==> src/rtl/cpu15_pkg.sv <==
// Shared CPU15 definitions used by both the RAM read decoder and the
// write side (ram_wt): address map, data width and the IO64 handshake
// state encoding.
package cpu15_pkg;

  localparam int DATA_W = 16;

  // Address map of the small data space.
  localparam logic [7:0] RAM_AD_MIN  = 8'd0;
  localparam logic [7:0] RAM_AD_MAX  = 8'd7;
  localparam logic [7:0] IO_OUT_ADDR = 8'd64;
  localparam logic [7:0] IO_IN_ADDR  = 8'd65;

  // IO64 output-port handshake states.
  typedef enum logic {
    IDLE = 1'b0,  // port empty, IO64_VALID low
    PEND = 1'b1   // data waiting for the device, IO64_VALID high
  } io_state_e;

  // True when an address selects one of the eight RAM words. The lower
  // bound is zero, so only the upper bound needs a compare.
  function automatic logic is_ram_addr(input logic [7:0] ad);
    return ad <= RAM_AD_MAX;
  endfunction

endpackage

==> src/rtl/io_out_port.sv <==
// IO64 output port: data register plus a valid/ack handshake toward the
// external output device, and a sticky overflow flag for dropped writes.
//
// Ports:
//   clk    in   write clock, all state changes on posedge
//   reset  in   synchronous active-high reset
//   wr     in   write strobe (already decoded for the IO64 address)
//   din    in   write data
//   ack    in   device has consumed dout
//   dout   out  registered port data
//   valid  out  dout holds data not yet acknowledged
//   ovf    out  sticky: a write arrived while data was still pending
module io_out_port
  import cpu15_pkg::io_state_e;
  import cpu15_pkg::IDLE;
  import cpu15_pkg::PEND;
#(
  parameter int DATA_W = 16
) (
  input  logic              clk,
  input  logic              reset,
  input  logic              wr,
  input  logic [DATA_W-1:0] din,
  input  logic              ack,
  output logic [DATA_W-1:0] dout,
  output logic              valid,
  output logic              ovf
);

  io_state_e         state_q, state_d;
  logic [DATA_W-1:0] data_q, data_d;
  logic              ovf_q, ovf_d;

  always_ff @(posedge clk) begin
    if (reset) begin
      state_q <= IDLE;
      data_q  <= '0;
      ovf_q   <= 1'b0;
    end else begin
      state_q <= state_d;
      data_q  <= data_d;
      ovf_q   <= ovf_d;
    end
  end

  // NOTE: every signal written here gets its hold value first, so no
  // path through the case leaves one unassigned and no latch is inferred.
  always_comb begin
    state_d = state_q;
    data_d  = data_q;
    ovf_d   = ovf_q;
    unique case (state_q)
      IDLE: begin
        // ack is meaningless with nothing pending.
        if (wr) begin
          data_d  = din;
          state_d = PEND;
        end
      end
      PEND: begin
        if (wr && ack) begin
          // The ack retires the old word in the same cycle, so the new
          // one takes its slot and the port stays pending.
          data_d = din;
        end else if (wr) begin
          ovf_d = 1'b1;
        end else if (ack) begin
          state_d = IDLE;
        end
      end
    endcase
  end

  assign dout  = data_q;
  assign valid = (state_q == PEND);
  assign ovf   = ovf_q;

endmodule

==> src/rtl/ram_wt.sv <==
// CPU15 RAM write side. Decodes the write-back address and stores data
// into eight RAM words (addresses 0..7) or the IO64 output port
// (IO_OUT_ADDR). All other addresses, including the input-only port 65,
// are ignored. All outputs are registered.
//
// Ports:
//   CLK_WT         in   write clock
//   RESET          in   synchronous active-high reset, beats any write
//   RAM_WEN        in   write enable from the write-back stage
//   RAM_AD_IN      in   write address
//   RAM_IN         in   write data
//   IO64_ACK       in   external device consumed IO64_OUT
//   RAM_0..RAM_7   out  stored RAM words, feed the read decoder
//   IO64_OUT       out  output-port data
//   IO64_VALID     out  IO64_OUT not yet acknowledged
//   IO64_OVF       out  sticky: an IO64 write was dropped
module ram_wt
  import cpu15_pkg::is_ram_addr;
#(
  parameter int         DATA_W      = cpu15_pkg::DATA_W,
  parameter logic [7:0] IO_OUT_ADDR = cpu15_pkg::IO_OUT_ADDR
) (
  input  logic              CLK_WT,
  input  logic              RESET,
  input  logic              RAM_WEN,
  input  logic [7:0]        RAM_AD_IN,
  input  logic [DATA_W-1:0] RAM_IN,
  input  logic              IO64_ACK,
  output logic [DATA_W-1:0] RAM_0,
  output logic [DATA_W-1:0] RAM_1,
  output logic [DATA_W-1:0] RAM_2,
  output logic [DATA_W-1:0] RAM_3,
  output logic [DATA_W-1:0] RAM_4,
  output logic [DATA_W-1:0] RAM_5,
  output logic [DATA_W-1:0] RAM_6,
  output logic [DATA_W-1:0] RAM_7,
  output logic [DATA_W-1:0] IO64_OUT,
  output logic              IO64_VALID,
  output logic              IO64_OVF
);

  logic [DATA_W-1:0] ram_q [8];
  logic              ram_we;
  logic              io_we;

  assign ram_we = RAM_WEN && is_ram_addr(RAM_AD_IN);
  assign io_we  = RAM_WEN && (RAM_AD_IN == IO_OUT_ADDR);

  // NOTE: the eight words are discrete flops that drive output ports
  // directly, not an inferred RAM array, so clearing them all on reset
  // is legal and the read side relies on seeing zeros after reset.
  always_ff @(posedge CLK_WT) begin
    if (RESET) begin
      for (int i = 0; i < 8; i++) ram_q[i] <= '0;
    end else if (ram_we) begin
      // NOTE: non-blocking assignment for all clocked state, so every
      // register samples pre-edge values regardless of statement order.
      ram_q[RAM_AD_IN[2:0]] <= RAM_IN;
    end
  end

  assign RAM_0 = ram_q[0];
  assign RAM_1 = ram_q[1];
  assign RAM_2 = ram_q[2];
  assign RAM_3 = ram_q[3];
  assign RAM_4 = ram_q[4];
  assign RAM_5 = ram_q[5];
  assign RAM_6 = ram_q[6];
  assign RAM_7 = ram_q[7];

  io_out_port #(
    .DATA_W (DATA_W)
  ) u_io_out_port (
    .clk   (CLK_WT),
    .reset (RESET),
    .wr    (io_we),
    .din   (RAM_IN),
    .ack   (IO64_ACK),
    .dout  (IO64_OUT),
    .valid (IO64_VALID),
    .ovf   (IO64_OVF)
  );

endmodule

==> config.mk <==
export PLATFORM = sky130hd
export DESIGN_NAME = ram_wt
export DESIGN_NICKNAME = d
export VERILOG_FILES = /design/src/rtl/cpu15_pkg.sv /design/src/rtl/io_out_port.sv /design/src/rtl/ram_wt.sv
export SDC_FILE = /design/constraint.sdc
export NUM_CORES = 1
export LEC_CHECK = 0
export BUFFER_PORTS_ARGS = -buffer_cell sky130_fd_sc_hd__buf_2
export CAP_MARGIN = 10
export CORE_ASPECT_RATIO = 0.75
export CORE_UTILIZATION = 45
export CTS_BUF_LIST = sky130_fd_sc_hd__clkbuf_16
export DETAILED_ROUTE_END_ITERATION = 7
export GPL_ROUTABILITY_DRIVEN = 0
export MAX_ROUTING_LAYER = met4
export PLACE_DENSITY_LB_ADDON = 0.2
export SKIP_LAST_GASP = 1
export SYNTH_ARGS = -nofsm -noshare
export SYNTH_HDL_FRONTEND = slang
export SYNTH_SLANG_ARGS = --single-unit
==> constraint.sdc <==
create_clock -name CLK_WT -period 1.8 [get_ports CLK_WT]
set_input_delay 0.18 -clock CLK_WT [delete_from_list [all_inputs] [get_ports CLK_WT]]
set_output_delay 0.18 -clock CLK_WT [all_outputs]
set_load 0.02 [all_outputs]
* Yosys cells after proc, flatten, opt, wreduce, memory -nomap -nowiden
Memory sizes are Yosys's and may differ from the RTL's. Cells that the tools add are included.
Word-level totals: register bits 18, memory bits (writable) 128, input port bits 28, output and inout bits 146, memories kept 1
Memory list:
- ram_q | depth 8, width 16, rd ports 8, clocked after Yosys merged registers in 0, wr ports 8, line ram_wt.sv:42 | logic [DATA_W-1:0] ram_q [8];
Cells by class: order comparisons 1, equality and inequality tests 3, multiplexer cells 16, bitwise operators 2, reductions and logical operators 6
Operators with widths (count):
- 16-bit 2-to-1 mux | 3
- 16-bit case mux with 2 select lines | 1
- 16-bit OR reduction | 1
- 1-bit 2-to-1 mux | 10
- 8-bit by 7-bit equality test with 1-bit output (second input constant) | 1
- 8-bit by 3-bit less-or-equal comparator with 1-bit output (second input constant) | 1
- 1-bit logical AND | 3
- 3-bit 2-to-1 mux | 1
- 3-bit AND reduction | 1
- 2-bit by 1-bit inequality test with 1-bit output (second input constant) | 1
- 2-bit inequality test (second input constant) | 1
- 1-bit NOT | 2
- 1-bit case mux with 2 select lines | 1
- 2-bit AND reduction | 1

* Logic depth before layout (Yosys ltp)
depth after elaboration 7, depth in mapped cells 6, depth with buffers taken out 4

* Hierarchy
A second synthesis with hierarchy kept.
Second synthesis, totals: cell total of the unflattened synthesis 421, area, all modules 6073.3 um^2
Modules (own cells, without submodules):
- ram_wt | times used 1, cells an instance 344, area each 5271.3 um^2, sequential area each 3843.7 um^2
- io_out_port | times used 1, cells an instance 77, area each 802.0 um^2, sequential area each 360.3 um^2

* Worst setup path after synthesis
No wires, ideal clock.
path type input to register, start point input RAM_AD_IN[7], end point memory ram_q[0][0] (enable), library setup time 367 ps, arrival time 1584 ps, required time 1433 ps, slack -151 ps, stages on the path 4, cells stage by stage or4_4 -> or2_2 -> nor2_1 -> a21o_1
RTL lines:
- start, declared | line ram_wt.sv:26 | input logic [7:0] RAM_AD_IN,
- end, declared | line ram_wt.sv:42

==> flow_summary.ini <==
[synth]
seq_area_frac_synth = 0.768
syn_area_per_cell_um2 = 12.8
synth_fp_nets = 456
synth-simple-area-share = 0.169
synth_xor_area_frac = 0
netlist_area_mm2 = 0.00548
ys_ff_latch = 146
synth-compound-area-share = 0.0149
synthArstFlopShare = 0
synthMuxAreaShare = 0.0293
synthAdderAreaFrac = 0
synth-edff-count = 128
synth_cell_type_count = 25
synth_top_family_by_area = simple AND/OR/NAND/NOR gates
ys.flop_type = edfxtp_1
synth_cells = 428
yosysWarningCount = 0

[detailed_routing]
detail_route.wl_per_cell_um = 18.1
first_pass_iters = 5
via_count = 3948
drt_iter0_markers = 291
via_per_inst = 5.00
wirelength_mm = 14.3
detail-route-antenna-nets = 0
drc = 0

[cts]
hold_buffers = 0
postCtsSetupRepairBufs = 0
cts_tree = built
insertion_delay_ns = 0.41
cts_root_buf = clkbuf_16
cts-htree-levels = 4
cts_inserted_buffers = 17
clkTransAtPathRegs_ns = 0.05
cts_resized = 0
cts_sinks = 146
clk_path_buf_depth = 2

[critical_path]
critPathMaxFanout = 16
cpMaxStageDelayCell = or4_4
critPathKind = input pin to register
worstPathRequired_ns = 1.89
timing.rr.end = u_io_out_port.dout[10]
arrival_ns = 1.66
end_kind = register
startpoint_type = input pin
critical-path-top-delay-family = simple AND/OR/NAND/NOR gates
crit_chain = buf_2, or4_4, or2_2, nor2_1, a31o_4
rrSetupSlack_ns = 0.39
timing.rr.start = u_io_out_port.valid
crit_buf_inv = 1
crit_path_max_incr_delay_ns = 0.55
reg2reg_depth = 5

[cells_and_area]
areaGrowthSynthToFinish_pct = 33.5
nFillCells = 954
antenna_cells = 0
fin_nets = 643
seq_area_mm2 = 0.00420
multiInputGateArea_mm2 = 0.00121
drive_above_1_share = 0.368

[worst_hold_path]
hp-start = RAM_IN[11]
whs_path_depth = 3
hold_end = u_io_out_port.dout[11]
hp-class = input pin to register

[die]
io_pins = 174
core_area_mm2 = 0.0117
die_area_mm2 = 0.0126
die_x_um = 129
chipHeight_um = 97.5
initial_core_util = 0.466
rows = 34

[sta]
rsz0062_at_grt = false
fmax_mhz = 637
timing.final.crit_share = 0.873
hold_slack_ns = 0.140
setup_slack_ns = 0.229
drv_slew = 0
setup_violations = 0
maxSlewHeadroom = 0.309
finalHoldViolCount = 0
fin_crit_ns = 1.57
fin_setup_tns_ns = 0
worst_pin_slew_ns = 1.03
final.setup_skew_ns = 0.00536

[run]
maxCapViolCount = 0

[place]
port-buffer-count = 173
dp_slack_ns = -0.192
place.detailed.hpwl_mm = 9.35

[power_and_ir_drop]
design_power_total_mw = 7.98
powerDensity_mw_per_mm2 = 1090
leakagePower_nw = 2.72
peakVddDrop_mv = 0.710

[global_routing]
grt_usage = 0.241
overflow = 0
antenna_found_initial = 0
grt_pass1_wl_mm = 21.0
grt_pass1_vias = 3745
grt_start_max_net_pins = 66

[run_status]
status = finished clean
layout make-up:
type                    count  area share
clock buffers              19      0.0650
clock inverters            13      0.0159
multi-input cells         257       0.165
flip-flops and latches    146       0.575
well taps                 162      0.0277
repair buffers            193       0.151
per-layer routing:
metal | wire, um | up-vias | global-route usage
li1 | - | 1844 | -
met1 | 6260 | 1910 | 0.333
met2 | 6720 | 189 | 0.361
met3 | 1310 | 5 | 0.0716
met4 | 38 | 0 | 0.0326
met5 | 0 | - | -
cells by family after synthesis:
family / Yosys count
AO/OA/AOI/OAI: 10
buffers and inverters: 25
flip-flops: 146
multiplexers: 16
AND/OR/NAND/NOR: 231
where the power goes:
part | internal (mW) | switching, mW
Sequential | 3.82 | 0.0452
Combinational | 0.189 | 0.446
Clock | 2.17 | 1.31
registers in the layout, indices dropped and copies added (netlist names):
signal	cells
u_io_out_port.dout	16
u_io_out_port.ovf	1
ram_q	128
u_io_out_port.valid	1
through the flow:
step	util	cell area, um2	instances
after floorplan	-	5520	428
after global placement	0.572	6720	758
final	0.623	7310	790
after detailed placement	0.572	6720	758
after CTS	0.623	7310	790
after global routing	0.623	7310	790
placed cells by master (no fill, tap or decap), types with 3 or more instances in the layout:
cell type,instances
clkbuf_16,19
mux2i_1,16
a21o_1,5
nor2_1,151
buf_12,7
inv_1,3
nand2_1,65
edfxtp_1,128
buf_2,173
buf_4,13
clkinv_1,4
dfxtp_1,18
cells in the mapped netlist (all sizes together) (2+ instances only):
library cell | count | area share
clkbuf | 16 | 0.011
buf | 9 | 0.0078
nor2 | 151 | 0.10
nor4 | 3 | 0.0062
nor3 | 2 | 0.0018
mux2i | 16 | 0.029
a31o | 2 | 0.0032
nand2 | 65 | 0.045
nand2b | 2 | 0.0023
dfxtp | 18 | 0.066
edfxtp | 128 | 0.70
a21o | 6 | 0.0082
worst max path at each step:
stage,startpoint,end,slack (ns),cells past startpoint
2_1_floorplan,RAM_AD_IN[7],ram_q[0][0],-0.04,4
3_3_place_gp,RAM_AD_IN[7],ram_q[3][6],-0.18,5
5_1_grt,RAM_AD_IN[7],ram_q[3][4],0.17,5
3_5_place_dp,RAM_AD_IN[7],ram_q[3][6],-0.19,5
6_report,RAM_AD_IN[7],ram_q[3][4],0.23,5
4_1_cts,RAM_AD_IN[7],ram_q[3][4],0.24,5
worst reg2reg max path, cell delays in order, from the launching register on:
cell and delay [ns]:
dfxtp_1 0.30, nor2b_1 0.17, nor4_4 0.26, buf_4 0.27, mux2i_1 0.23, nor2_1 0.05
Power figures use the tool's default switching activity.
